$ cat src/rtl/alu_pkg.sv
// rtl/alu_pkg.sv - shared ALU opcodes and sequencer state encoding
package alu_pkg;

   localparam int NB_OP_DEF = 6;

   localparam logic [NB_OP_DEF-1:0] OP_ADD = 6'b100000;
   localparam logic [NB_OP_DEF-1:0] OP_SUB = 6'b100010;
   localparam logic [NB_OP_DEF-1:0] OP_AND = 6'b100100;
   localparam logic [NB_OP_DEF-1:0] OP_OR  = 6'b100101;
   localparam logic [NB_OP_DEF-1:0] OP_XOR = 6'b100110;
   localparam logic [NB_OP_DEF-1:0] OP_NOR = 6'b100111;
   localparam logic [NB_OP_DEF-1:0] OP_SRA = 6'b000011;
   localparam logic [NB_OP_DEF-1:0] OP_SRL = 6'b000010;

   // One-hot so the busy decode is a simple OR of three bits.
   typedef enum logic [5:0] {
      ST_WAIT_A  = 6'b000001,
      ST_WAIT_B  = 6'b000010,
      ST_WAIT_OP = 6'b000100,
      ST_COMPUTE = 6'b001000,
      ST_SEND    = 6'b010000,
      ST_WAIT_TX = 6'b100000
   } seq_state_t;

   function automatic logic is_supported_op(input logic [NB_OP_DEF-1:0] op);
      case (op)
         OP_ADD, OP_SUB, OP_AND, OP_OR,
         OP_XOR, OP_NOR, OP_SRA, OP_SRL: is_supported_op = 1'b1;
         default:                        is_supported_op = 1'b0;
      endcase
   endfunction

endpackage

$ cat src/rtl/seq_timeout_counter.sv
// rtl/seq_timeout_counter.sv - inter-byte timeout counter for the serial ALU sequencer
module seq_timeout_counter #(
   parameter int unsigned TIMEOUT_CYCLES = 50_000_000
) (
   input  logic i_clk,
   input  logic i_reset,
   input  logic i_clear,
   input  logic i_enable,
   output logic o_expired
);

   localparam int unsigned CNT_W = (TIMEOUT_CYCLES > 1) ? $clog2(TIMEOUT_CYCLES) : 1;
   localparam logic [CNT_W-1:0] LAST = CNT_W'(TIMEOUT_CYCLES - 1);

   logic [CNT_W-1:0] count;

   // Saturates at LAST so a stalled enable cannot wrap and miss the expiry.
   always_ff @(posedge i_clk) begin
      if (i_reset || i_clear) begin
         count <= '0;
      end else if (i_enable && (count != LAST)) begin
         count <= count + CNT_W'(1);
      end
   end

   assign o_expired = i_enable && (count == LAST);

endmodule

$ cat src/rtl/alu_uart_sequencer.sv
// rtl/alu_uart_sequencer.sv - UART byte stream to ALU operand/opcode sequencer
// Optional inter-byte timeout enabled by defining ALU_UART_SEQ_TIMEOUT_EN.
module alu_uart_sequencer
   import alu_pkg::*;
#(
   parameter int          NB_DATA        = 8,
   parameter int          NB_OP          = NB_OP_DEF,
   parameter int unsigned TIMEOUT_CYCLES = 50_000_000
) (
   input  logic               i_clk,
   input  logic               i_reset,
   input  logic [NB_DATA-1:0] i_rx_data,
   input  logic               i_rx_done,
   input  logic               i_tx_done,
   input  logic [NB_DATA-1:0] i_alu_result,
   output logic [NB_DATA-1:0] o_alu_a,
   output logic [NB_DATA-1:0] o_alu_b,
   output logic [NB_OP-1:0]   o_alu_op,
   output logic [NB_DATA-1:0] o_tx_data,
   output logic               o_tx_start,
   output logic               o_busy,
   output logic               o_op_err,
   output logic               o_drop
);

   seq_state_t state;
   seq_state_t state_next;

   logic op_ok;
   logic timeout_hit;
   logic in_collect;

   assign op_ok      = is_supported_op(i_rx_data[NB_OP-1:0]);
   assign in_collect = (state == ST_WAIT_B) || (state == ST_WAIT_OP);

`ifdef ALU_UART_SEQ_TIMEOUT_EN
   logic expired;

   // Clearing outside the collect states makes every entry start from zero.
   seq_timeout_counter #(
      .TIMEOUT_CYCLES(TIMEOUT_CYCLES)
   ) u_timeout (
      .i_clk    (i_clk),
      .i_reset  (i_reset),
      .i_clear  (i_rx_done || !in_collect),
      .i_enable (in_collect),
      .o_expired(expired)
   );

   assign timeout_hit = expired && !i_rx_done;
`else
   logic unused_timeout_cfg;

   assign unused_timeout_cfg = ^TIMEOUT_CYCLES ^ in_collect;
   assign timeout_hit        = 1'b0;
`endif

   always_ff @(posedge i_clk) begin
      if (i_reset) begin
         state <= ST_WAIT_A;
      end else begin
         state <= state_next;
      end
   end

   always_comb begin
      state_next = state;
      case (state)
         ST_WAIT_A: begin
            if (i_rx_done) state_next = ST_WAIT_B;
         end
         ST_WAIT_B: begin
            if (i_rx_done)        state_next = ST_WAIT_OP;
            else if (timeout_hit) state_next = ST_WAIT_A;
         end
         ST_WAIT_OP: begin
            if (i_rx_done)        state_next = op_ok ? ST_COMPUTE : ST_WAIT_A;
            else if (timeout_hit) state_next = ST_WAIT_A;
         end
         ST_COMPUTE: state_next = ST_SEND;
         ST_SEND:    state_next = ST_WAIT_TX;
         ST_WAIT_TX: begin
            if (i_tx_done) state_next = ST_WAIT_A;
         end
         default:    state_next = ST_WAIT_A;
      endcase
   end

   always_comb begin
      o_busy     = (state == ST_COMPUTE) || (state == ST_SEND) || (state == ST_WAIT_TX);
      o_tx_start = (state == ST_SEND);
   end

   // Operand, opcode and result registers plus the registered error/drop pulses.
   always_ff @(posedge i_clk) begin
      if (i_reset) begin
         o_alu_a   <= '0;
         o_alu_b   <= '0;
         o_alu_op  <= '0;
         o_tx_data <= '0;
         o_op_err  <= 1'b0;
         o_drop    <= 1'b0;
      end else begin
         o_op_err <= 1'b0;
         o_drop   <= 1'b0;
         case (state)
            ST_WAIT_A: begin
               if (i_rx_done) o_alu_a <= i_rx_data;
            end
            ST_WAIT_B: begin
               if (i_rx_done)        o_alu_b  <= i_rx_data;
               else if (timeout_hit) o_op_err <= 1'b1;
            end
            ST_WAIT_OP: begin
               if (i_rx_done) begin
                  o_alu_op <= i_rx_data[NB_OP-1:0];
                  o_op_err <= !op_ok;
               end else if (timeout_hit) begin
                  o_op_err <= 1'b1;
               end
            end
            ST_COMPUTE: begin
               o_tx_data <= i_alu_result;
               o_drop    <= i_rx_done;
            end
            ST_SEND,
            ST_WAIT_TX: o_drop <= i_rx_done;
            default: ;
         endcase
      end
   end

endmodule

$ cat config.mk
export PLATFORM = sky130hd
export DESIGN_NAME = alu_uart_sequencer
export DESIGN_NICKNAME = d
export VERILOG_FILES = /design/src/rtl/alu_pkg.sv /design/src/rtl/seq_timeout_counter.sv /design/src/rtl/alu_uart_sequencer.sv
export SDC_FILE = /design/constraint.sdc
export NUM_CORES = 1
export LEC_CHECK = 0
export CORE_ASPECT_RATIO = 1.2
export CORE_MARGIN = 2
export CORE_UTILIZATION = 28
export CTS_CLUSTER_SIZE = 10
export DETAILED_ROUTE_END_ITERATION = 8
export GPL_ROUTABILITY_DRIVEN = 0
export SYNTH_ARGS = -nofsm -noshare
export SYNTH_HDL_FRONTEND = slang
export SYNTH_SLANG_ARGS = --single-unit
$ cat constraint.sdc
create_clock -name i_clk -period 2.1 [get_ports i_clk]
set_input_delay 0.42 -clock i_clk [delete_from_list [all_inputs] [get_ports i_clk]]
set_output_delay 0.42 -clock i_clk [all_outputs]
set_load 0.02 [all_outputs]
=== Word level (Yosys, flattened, before mapping) ===
Index checks and enable logic that the tools add are counted.

* Bits in registers: 38
* Latch bits: 0
* RAM bits: 0
* Bits in read-only memories: 0
* Input bits: 20
* Output and inout bits: 34
* Memories: 0

* Add/sub/neg operators: 0
* $mul: 0
* Div/mod/pow operators: 0
* $lt $le $gt $ge: 0
* Equal/unequal tests: 18
* Shift-type cells: 0
* Muxes and demuxes: 7
* Bitwise gates (word level): 3
* Reductions and logical operators: 11

{| class="wikitable"
|+ Operator list
! kind !! number
|-
| $eq 6x6->1 const B || 7
|-
| $pmux 6 s6 || 1
|-
| $mux 6 || 4
|-
| $eq 6x2->1 const B || 3
|-
| $ne 2x2->1 const B || 4
|-
| $reduce_or 8->1 || 1
|-
| $eq 6x1->1 const B || 1
|-
| $eq 6x3->1 const B || 1
|-
| $eq 6x4->1 const B || 1
|-
| $eq 6x5->1 const B || 1
|-
| $reduce_and 2->1 || 3
|-
| $reduce_or 3->1 || 2
|-
| $mux 4 || 1
|-
| $reduce_and 4->1 || 1
|-
| $not 1->1 || 3
|-
| $logic_or 1x1->1 || 2
|-
| $reduce_or 2->1 || 1
|-
| $logic_not 1->1 || 1
|-
| $mux 1 || 1
|}

=== Logic depth before layout (Yosys ltp) ===
Gate-level depths: netlist of the first run.

* Depth in word-level cells: 6
* Depth in mapped cells: 6
* Gate-level depth less buffers: 4

=== Worst setup path after synthesis of the first run ===
No wires, ideal clock.

* Path type: flip-flop to flip-flop
* Start: reg state[1]
* End: reg state[0]
* Setup time: 0.135 ns
* Arrival: 1.306 ns
* Required time: 1.965 ns
* Path slack: 0.659 ns
* Stages on the path, launching flop included: 6
* Path buffers: 1
* Clock period less this slack: 1.441 ns
* Cell sequence: dfxtp_1 > buf_6 > or4b_1 > a2bb2oi_1 > a221oi_2 > o21ai_1

* Longest elaborated chain between the ends: 3

{| class="wikitable"
|+ RTL lines
! item !! RTL line !! RTL
|-
| from (decl) || alu_uart_sequencer.sv:26 || <nowiki>seq_state_t state;</nowiki>
|-
| from (signal assigned) || alu_uart_sequencer.sv:62 || <nowiki>state <= state_next;</nowiki>
|-
| $eq 6x6->1 (tied with other cells) || alu_uart_sequencer.sv:68 || <nowiki>case (state)</nowiki>
|-
| $ne 2x2->1 (no line) || - ||
|-
| $reduce_and 4->1 (no line) || - ||
|}

Parallel ways exist; a longest one is shown, timed or not.
A chain may end at the register's enable or synchronous reset.

=== Worst setup path after layout of the first run ===
* Start: reg state[2]
* End: out o_tx_start

* Longest elaborated chain between the ends: 1

{| class="wikitable"
|+ RTL lines
! item !! RTL line !! RTL
|-
| $eq 6x5->1 || alu_uart_sequencer.sv:91 || <nowiki>o_tx_start = (state == ST_SEND);</nowiki>
|-
| to (decl) || alu_uart_sequencer.sv:20 || <nowiki>output logic o_tx_start,</nowiki>
|}

No other way between the ends.

==> run metrics, run 1 <==
outcome completed; top_reg_cell synth dfxtp_1; FP Rows 30; CP endpoint kind output port; power per cell area 687 mW/mm^2; crit share post-route 89.5%; met2 usage 20.8%; Sink Count 38; most used routing layer met2; TritonCTS clock tree yes; ordered list of cells on the worst path nor2_1 > and4_1 > dlygate4sd2_1; Worst Path Max Fanout 6; commonest cells after routing, fill and taps aside clkdlybuf4s50_1, dfxtp_1, nor2_1; H-tree depth 2; drt drc 0; post-CTS setup buffer count 0; initial core utilization 28.6%; setup TNS 0 ns; DRT Wirelength 3920 um; highest clock rate 532 MHz; core area 0.00559 sq mm; Pleak 1.11 nW; vias in the first global route 1284; Min-Delay Path Depth 2; fin crit period 1.88 ns; Worst R2R Path Depth 5; placed instance area 0.00225 sq mm; Root Driver clkbuf_8; Nets 242; share of the synthesized area in the top cell type 47.6%; Reg-to-Reg End state[0]; Arr. time, crit path 1.46 ns; CP delay by family, top simple AND/OR/NAND/NOR gates; area of the multi-input gates 764 sq um; grt ovf 0; initial antenna violation count 0; Worst-Skew Late Latency 0.28 ns; first-pass GRT wire length 6230 um; largest net degree at the start of global routing 18; delay of the slowest critical-path stage 0.39 ns; CP Class reg -> out; post-synth top area cell dfxtp_1; met3 Usage GRT 5.00%; IO Pins 54; Die W 73.0 um; Slowest-stage cell, CP dfxtp_1; GRT Total Usage 12.9%; Via Count 1331; Hold Path Origin o_alu_a[5]; min-delay worst type reg -> reg; met1 usage 15.2%; FFs w/ async S/R, synth 0%; combined flip-flop and latch cell area 761 sq um; RSZ-0062 raised after global routing false; Post-Syn Area 0.00160 sq mm; launch point of the worst reg-to-reg path state[4]; Post-synth EDFFs 0; Mapped Cells 161; Slew Limit Fails 0; Worst slew margin 61.4%; post-cts sizing count 3; layout cells sized above 1 13.5%; syn nets 181; commonest non-fill, non-tap cell in the layout clkdlybuf4s50_1; number of diodes 0; critical path required time 1.68 ns; worst path bufs/invs 1; Mean Syn Cell Area 9.93 sq um; Filler cells 542; worst vdd ir 0.406 mV; DR vias/cell 4.64; Reg clk slew, reported paths 0.08 ns; Post-DRT Antenna Nets 0; reg2reg setup slack 0.38 ns; dpl hpwl 2860 um; Max clock buf depth 2; Final Hold Viols 0; DRT iter0 DRCs 80; Worst setup SP type flip-flop; final-report setup violation count 0; die span in y 86.8 um; Hold Path End o_alu_a[5]; CTS buffer count 5; Final Cell Area 0.00234 sq mm; max-capacitance violation count 0; P&R area growth vs syn 46.6%; library cells used by synthesis 39; Die Area 0.00633 sq mm; Port Buf Inserts 53; DRT Pass-1 Iters 4; worst-margin pin slew 0.572 ns; Seq/Total Area, Yosys 47.6%; Seq cells post-synth 38; Avg WL per Cell 13.7 um; synth top area cells dfxtp_1, mux2i_1, nor2_1, buf_2, nor4_4; CTS Hold Bufs 0; yosys warns 0; Worst Clk Skew 0.00150 ns
==> area by class of cell <==
cell class	count	area share, %
inverter	3	0.480
timing repair buffer	67	27.0
clock buffer	6	3.52
tap	64	3.42
clock inverter	2	0.534
multi-input combinational	107	32.6
sequential	38	32.4
==> per-stage QoR <==
step | power, mW | hold WS [ns] | cells | util [%] | worst slack (ns)
floorplan | 0.964 | 0.556 | 161 | - | 0.659
global placement | 1.10 | 0.475 | 279 | 40.2 | 0.247
detailed placement | 1.10 | 0.487 | 279 | 40.2 | 0.163
CTS | 1.64 | 0.504 | 287 | 41.9 | 0.205
global route | 1.70 | 0.527 | 287 | 41.9 | 0.128
finish | 1.61 | 0.497 | 287 | 41.9 | 0.220
==> power breakdown <==
part,switching (mW),leakage (nW),internal [mW]
clock network,0.266,0.0472,0.264
registers,0.0243,0.308,0.748
logic,0.149,0.752,0.160
==> registers in the layout, summed over array words and instances (netlist names) <==
| register | count |
|---|---|
| o_alu_a | 8 |
| o_alu_b | 8 |
| o_drop | 1 |
| o_op_err | 1 |
| state | 6 |
| o_tx_data | 8 |
| o_alu_op | 6 |
==> Yosys cell counts (2+ instances only) <==
cell type  count
and3_1         2
and4_1         2
buf_2          6
clkbuf_1       5
dfxtp_1       38
inv_1          3
mux2i_1       30
nand2_1        3
nand3_1        3
nor2_1        35
nor2b_1        2
nor3_1         2
o211a_1        2
o21ai_0        2
xor2_1         2
==> worst reg2reg max path, delay by kind of cell (launching register included) <==
family / cells / cell delay, ns
AOI/OAI and AO/OA: 3 / 0.47
buffers and inverters: 1 / 0.20
DFF: 1 / 0.41
and+or+nand+nor: 1 / 0.51
==> kinds of logic (layout without fill, tap and decap cells) <==
logic type / Yosys count / count (layout) / share of synthesized area [%]
flip-flops: 38 / 38 / 47.6
multiplexers: 30 / 30 / 18.8
XOR/XNOR: 2 / 2 / 1.10
AND/OR/NAND/NOR: 61 / 61 / 20.7
buffers and inverters: 16 / 78 / 4.93
AO/OA/AOI/OAI: 14 / 14 / 6.96
==> worst max-delay path by stage <==
stage / depth (start not counted) / start / end
3_5_place_dp: 5 / i_rx_done / state[0]
2_1_floorplan: 5 / state[1] / state[0]
3_3_place_gp: 4 / i_rx_done / o_alu_op[3]
6_report: 3 / state[2] / o_tx_start
4_1_cts: 3 / state[2] / o_tx_start
5_1_grt: 3 / state[2] / o_tx_start
==> layer usage <==
layer | up-vias | wire length (um) | part of all wire, %
met5 | - | 0 | 0
met3 | 2 | 202 | 5.2
li1 | 678 | - | -
met4 | 0 | 35 | 0.89
met2 | 30 | 1990 | 51
met1 | 621 | 1700 | 43
(Power assumes the default switching activity.)
==> inputs of run 2 (changes only) <==
- SYNTH_HIERARCHICAL: not set -> 1
==> results of run 2 <==
No change in the layout: final DEF, timing and power equal those of run 1.
Main changes from that run: Yosys warning count 0 -> 6
==> inputs of run 3 (changes only) <==
- CTS_CLUSTER_SIZE: 10 -> not set
==> results of run 3 <==
No change in the layout: final DEF, timing and power equal those of run 1.
Main changes from that run: Yosys warning count 0 -> 6
